<file path="src/rtl/sap_mem_arbiter.sv">
// Shares the SAP 16x8 program RAM between the running CPU and an external loader.
// Parks the CPU at an instruction boundary, serves four-phase loader transactions, restarts from 0.
module sap_mem_arbiter (
    input  logic       clk,
    input  logic       clr,
    input  logic       prog_mode,
    input  logic       ext_req,
    input  logic       ext_we,
    input  logic [3:0] ext_addr,
    input  logic [7:0] ext_wdata,
    output logic       ext_ack,
    output logic [7:0] ext_rdata,
    input  logic [3:0] cpu_addr,
    input  logic       cpu_ce_n,
    input  logic       cpu_last,
    input  logic       cpu_hlt_n,
    output logic       cpu_run_en,
    output logic       cpu_clr,
    output logic [3:0] ram_addr,
    output logic       ram_ce_n,
    output logic       ram_we,
    output logic [7:0] ram_wdata,
    input  logic [7:0] ram_rdata,
    output logic       prog_active,
    output logic [4:0] wr_count
);

    typedef enum logic [2:0] {
        S_RUN,
        S_DRAIN,
        S_IDLE,
        S_WR,
        S_RD,
        S_ACK,
        S_RESTART
    } state_t;

    localparam logic [4:0] WR_COUNT_MAX = 5'd16;

    state_t     state_q, state_d;
    logic [3:0] addr_q, addr_d;
    logic [7:0] wdata_q, wdata_d;
    logic       we_q, we_d;
    logic [7:0] rdata_q, rdata_d;
    logic [4:0] wr_count_q, wr_count_d;

    // Moore outputs, registered from the next state so they are glitch-free.
    logic       run_en_q;
    logic       cpu_clr_q;
    logic       prog_active_q;
    logic       ack_q;
    logic       ram_we_q;
    logic       ram_rd_q;

    // NOTE: every variable written here gets a default first, so no latch is inferred.
    always_comb begin
        state_d    = state_q;
        addr_d     = addr_q;
        wdata_d    = wdata_q;
        we_d       = we_q;
        rdata_d    = rdata_q;
        wr_count_d = wr_count_q;

        case (state_q)
            S_RUN: begin
                if (prog_mode) state_d = S_DRAIN;
            end
            S_DRAIN: begin
                // The CPU completes the edge that samples its last T-state and parks at T1.
                if (cpu_last || !cpu_hlt_n) begin
                    state_d    = S_IDLE;
                    wr_count_d = '0;
                end
            end
            S_IDLE: begin
                if (ext_req) begin
                    addr_d  = ext_addr;
                    wdata_d = ext_wdata;
                    we_d    = ext_we;
                    state_d = ext_we ? S_WR : S_RD;
                end else if (!prog_mode) begin
                    state_d = S_RESTART;
                end
            end
            S_WR: begin
                if (wr_count_q < WR_COUNT_MAX) wr_count_d = wr_count_q + 5'd1;
                state_d = S_ACK;
            end
            S_RD: begin
                rdata_d = ram_rdata;
                state_d = S_ACK;
            end
            S_ACK: begin
                if (!ext_req) state_d = S_IDLE;
            end
            S_RESTART: begin
                state_d = S_RUN;
            end
            default: begin
                state_d = S_RUN;
            end
        endcase
    end

    // NOTE: sequential state uses non-blocking assignments; clr is sampled on the clock edge only.
    always_ff @(posedge clk) begin
        if (clr) begin
            state_q       <= S_RUN;
            addr_q        <= '0;
            wdata_q       <= '0;
            we_q          <= 1'b0;
            rdata_q       <= '0;
            wr_count_q    <= '0;
            run_en_q      <= 1'b1;
            cpu_clr_q     <= 1'b0;
            prog_active_q <= 1'b0;
            ack_q         <= 1'b0;
            ram_we_q      <= 1'b0;
            ram_rd_q      <= 1'b0;
        end else begin
            state_q       <= state_d;
            addr_q        <= addr_d;
            wdata_q       <= wdata_d;
            we_q          <= we_d;
            rdata_q       <= rdata_d;
            wr_count_q    <= wr_count_d;
            run_en_q      <= (state_d == S_RUN) || (state_d == S_DRAIN);
            cpu_clr_q     <= (state_d == S_RESTART);
            prog_active_q <= (state_d != S_RUN);
            ack_q         <= (state_d == S_ACK);
            ram_we_q      <= (state_d == S_WR);
            ram_rd_q      <= (state_d == S_RD);
        end
    end

    // While the CPU runs the RAM pins are a straight pass-through of the MAR/controller.
    assign ram_addr    = run_en_q ? cpu_addr : addr_q;
    assign ram_ce_n    = run_en_q ? cpu_ce_n : ~ram_rd_q;
    assign ram_we      = ram_we_q;
    assign ram_wdata   = wdata_q;

    assign ext_ack     = ack_q;
    assign ext_rdata   = rdata_q;
    assign cpu_run_en  = run_en_q;
    assign cpu_clr     = cpu_clr_q;
    assign prog_active = prog_active_q;
    assign wr_count    = wr_count_q;

endmodule

</file>
<file path="config.mk">
export PLATFORM = sky130hd
export DESIGN_NAME = sap_mem_arbiter
export DESIGN_NICKNAME = d
export VERILOG_FILES = /design/src/rtl/sap_mem_arbiter.sv
export SDC_FILE = /design/constraint.sdc
export NUM_CORES = 1
export LEC_CHECK = 0
export BUFFER_PORTS_ARGS = -buffer_cell sky130_fd_sc_hd__clkbuf_2
export CAP_MARGIN = 30
export CORE_UTILIZATION = 42
export DETAILED_ROUTE_END_ITERATION = 8
export MAX_ROUTING_LAYER = met4
export PLACE_DENSITY = 0.71
export SYNTH_ARGS = -nofsm -noshare
export SYNTH_HDL_FRONTEND = slang
export SYNTH_SLANG_ARGS = --single-unit
</file>
<file path="constraint.sdc">
create_clock -name clk -period 1.3 [get_ports clk]
set_clock_uncertainty 0.15 [all_clocks]
set_input_delay 0.195 -clock clk [delete_from_list [all_inputs] [get_ports clk]]
set_output_delay 0.195 -clock clk [all_outputs]
set_load 0.05 [all_outputs]
</file>
==> results.sh <==
export IMPL_status="finished, violations left"
export IMPL_violations="negative setup slack"
export IMPL_cp_cell_sequence="mux2_4, buf_8"
export IMPL_critPathLaunchType="flop"
export IMPL_cap_violations=0
export IMPL_setup_viol=40
export IMPL_wl_per_cell_um=17.2
export IMPL_numPortBuffers=62
export IMPL_grt_pass1_wl_mm=6.58
export IMPL_final_setup_tns_ns=-5.16
export IMPL_start_util_pct=43.6
export IMPL_dp_cells=271
export IMPL_grt_overflow_total=0
export IMPL_path_buf_inv=1
export IMPL_vias=1617
export IMPL_cts_made_buffers=5
export IMPL_antenna_found_initial=0
export IMPL_worstPathMaxFanout=7
export IMPL_hold_path_startpoint="clr"
export IMPL_fin_area_um2=2840
export IMPL_cts_max_level=2
export IMPL_max_vdd_ir_drop_v=0.000814
export IMPL_synth_edf_count=0
export IMPL_worst_slack_ns=-0.321
export IMPL_gp_congestion=0.757
export IMPL_worst_slew_pin_slew_ns=0.318
export IMPL_ys_types=42
export IMPL_hp_class="input port to flop"
export IMPL_track_usage_pct=25.9
export IMPL_hold_viol=0
export IMPL_critPathCaptureType="output port"
export IMPL_synthCells=155
export IMPL_placed_cell_area_um2=1940
export IMPL_die_h_um=60.9
export IMPL_power_density_nw_per_um2=1070
export IMPL_pin_count=63
export IMPL_drtPass1Iterations=7
export IMPL_r2r_start="state_q[2]$_SDFF_PP0_"
export IMPL_post_route_util_pct=85.1
export IMPL_crit_family="flip-flops"
export IMPL_root_buffer="clkbuf_4"
export IMPL_syn_cell_area_um2=1460
export IMPL_rsz0062_at_grt="yes"
export IMPL_synth_async_reset_ratio_pct=0
export IMPL_syn2layout_area_growth_pct=95.0
export IMPL_yosysSeqAreaShare_pct=46.7
export IMPL_ff2ff_setup_slack_ns=-0.27
export IMPL_routed_wl_mm=5.38
export IMPL_slew_headroom_pct=78.6
export IMPL_final_nets=298
export IMPL_cp_slowest_cell="dfxtp_4"
export IMPL_tritoncts="built"
export IMPL_synth_largest_area_cell="dfxtp_1"
export IMPL_leakage_nw=1.17
export IMPL_clk_insertion_delay_late_ns=0.33
export IMPL_clock_sinks=34
export IMPL_cp_data_arrival_time_ns=1.28
export IMPL_r2r_end="wr_count[3]$_SDFFE_PP0P_"
export IMPL_fp_coreArea_um2=3340
export IMPL_period_share_pct=125
export IMPL_min_path_cells=3
export IMPL_maxSlewViolCount=0
export IMPL_grt_max_degree=15
export IMPL_power_total_w=0.00303
export IMPL_ant_nets=0
export IMPL_slowest_delay_ns=0.44
export IMPL_die_width_um=60.9
export IMPL_die_area_um2=3710
export IMPL_rows=21
export IMPL_fin_crit_ns=1.62
export IMPL_finalNonFillerCells=312
export IMPL_ys_ff_latch=34
export IMPL_dp_hpwl_mm=2.39
export IMPL_avgSynthCellArea_um2=9.40
export IMPL_clockBufferDepth=2
export IMPL_drt_iter0_drc=69
export IMPL_crit_required_ns=0.95
export IMPL_antenna_cells=0
export IMPL_viasPerCell=5.18
export IMPL_drive_gt1_share_pct=65.8
export IMPL_grt_pass1_vias=1498
export IMPL_max_freq_mhz=617
export IMPL_synth_fp_nets=188
export IMPL_worst_setup_path_type="flop to output port"
export IMPL_synth_top_cell_area_share_pct=46.7
export IMPL_clkSlewWorstSetupHoldPaths_ns=0.11
export IMPL_rr_worst_depth=5
export IMPL_synth_flop_cell="dfxtp_1"
export IMPL_yosys_warnings=0
export IMPL_worstHoldEndpoint="state_q[2]$_SDFF_PP0_"
export IMPL_num_fill_cells=160
export IMPL_synth_top_cells_by_area="dfxtp_1 47%, nand2_1 7.2%, mux2i_1 6.2%"
export IMPL_drc=0
## where the power goes
group	internal, W	leakage, nW	switching [W]
registers	0.00109	0.281	0.0000585
logic	0.000516	0.843	0.000546
clock network	0.000459	0.0455	0.000358
## layer usage
layer	track usage, %	up-vias	wire length [um]
met5	-	-	0
met4	11.0	0	153
met3	8.32	14	295
met2	44.6	68	2800
met1	27.2	770	2130
li1	-	765	-
## worst max-delay path by stage
stage                                           end  cells after the start                   from  slack (ns)
after global placement    ext_rdata[4]$_SDFFE_PP0N_                      5  state_q[1]$_SDFF_PP0_       -0.16
after detailed placement  ext_rdata[7]$_SDFFE_PP0N_                      5  state_q[1]$_SDFF_PP0_       -0.20
after global routing                    ram_addr[0]                      2  cpu_run_en$_SDFF_PP1_       -0.36
final                                   ram_addr[0]                      2  cpu_run_en$_SDFF_PP1_       -0.32
after CTS                               ram_addr[1]                      2  cpu_run_en$_SDFF_PP1_       -0.31
after floorplan                  cpu_clr$_SDFF_PP0_                      4  state_q[0]$_SDFF_PP0_       -0.14
## worst register-to-register path, cell delays in order (launching register included)
cell and delay, ns:
dfxtp_4 0.38, buf_6 0.12, and2b_4 0.27, o211ai_4 0.09, or3_1 0.35, a21oi_2 0.14
## synthesized netlist by cell type, types with 2 or more instances
cell type and instances:
dfxtp_1 34, nand2_1 28, a21oi_1 16, nor2_1 14
mux2i_1 9, nand2b_1 5, mux2_2 4, nand3_1 4
buf_4 3, clkbuf_1 3, a21o_1 2, nor3b_1 2
o21ai_0 2
## cells by family (layout without fill, tap and decap cells)
logic type	Yosys count	count (layout)	synth area share (%)
AND/OR/NAND/NOR	65	66	23.2
flip-flops	34	34	46.7
buffers and inverters	10	120	3.95
XOR/XNOR	1	1	0.601
multiplexers	13	13	9.28
AO/OA/AOI/OAI	31	31	15.4
adder cells (fa/ha/maj)	1	1	0.859
## final cells by class
class	instances	area [um2]	share of cell area, %
clock buffer	7	55.1	1.94
clock inverter	1	30.0	1.06
inverter	2	7.51	0.264
multi-input combinational	112	1020	36.1
sequential	34	711	25.0
tap	46	57.6	2.03
timing repair buffer	110	955	33.6
## sequential cells by signal, indices dropped and copies added (netlist names)
signal / flops
wr_count: 5
state_q: 3
ext_rdata: 8
ext_ack: 1
cpu_clr: 1
addr_q: 4
ram_wdata: 8
ram_rd_q: 1
cpu_run_en: 1
ram_we: 1
prog_active: 1
## cells in the final DEF (no fill, tap or decap), drive strengths merged, types with 2 or more instances in the layout
cell / synthesis / layout
a21o: 2 / 2
a21oi: 16 / 16
and3: 1 / 2
buf: 5 / 50
clkbuf: 3 / 47
dfxtp: 34 / 34
dlygate4sd3: 0 / 20
inv: 2 / 2
mux2: 4 / 4
mux2i: 9 / 9
nand2: 28 / 28
nand2b: 5 / 5
nand3: 4 / 4
nor2: 14 / 14
nor3b: 2 / 2
nor4b: 2 / 2
o21ai: 3 / 3
## metrics by stage
step / hold slack, ns / setup WS, ns
after global routing: 0.0442 / -0.360
after global placement: 0.272 / -0.163
after CTS: 0.0408 / -0.313
final: 0.0637 / -0.321
after detailed placement: 0.281 / -0.197
after floorplan: 0.114 / -0.139
## what timing repair did
| item | 4_1_cts | 5_1_grt |
|---|---|---|
| gates resized for setup | 85 | 82 |
| hold buffers | 20 | 0 |
| hold endpoints to repair | 20 | 0 |
| buffers inserted | 7 | 5 |
| cloned | 2 | 0 |
| setup endpoints to repair | 61 | 62 |
| pin swaps | 25 | 33 |
Note: power is estimated with default switching activity, not from simulation.
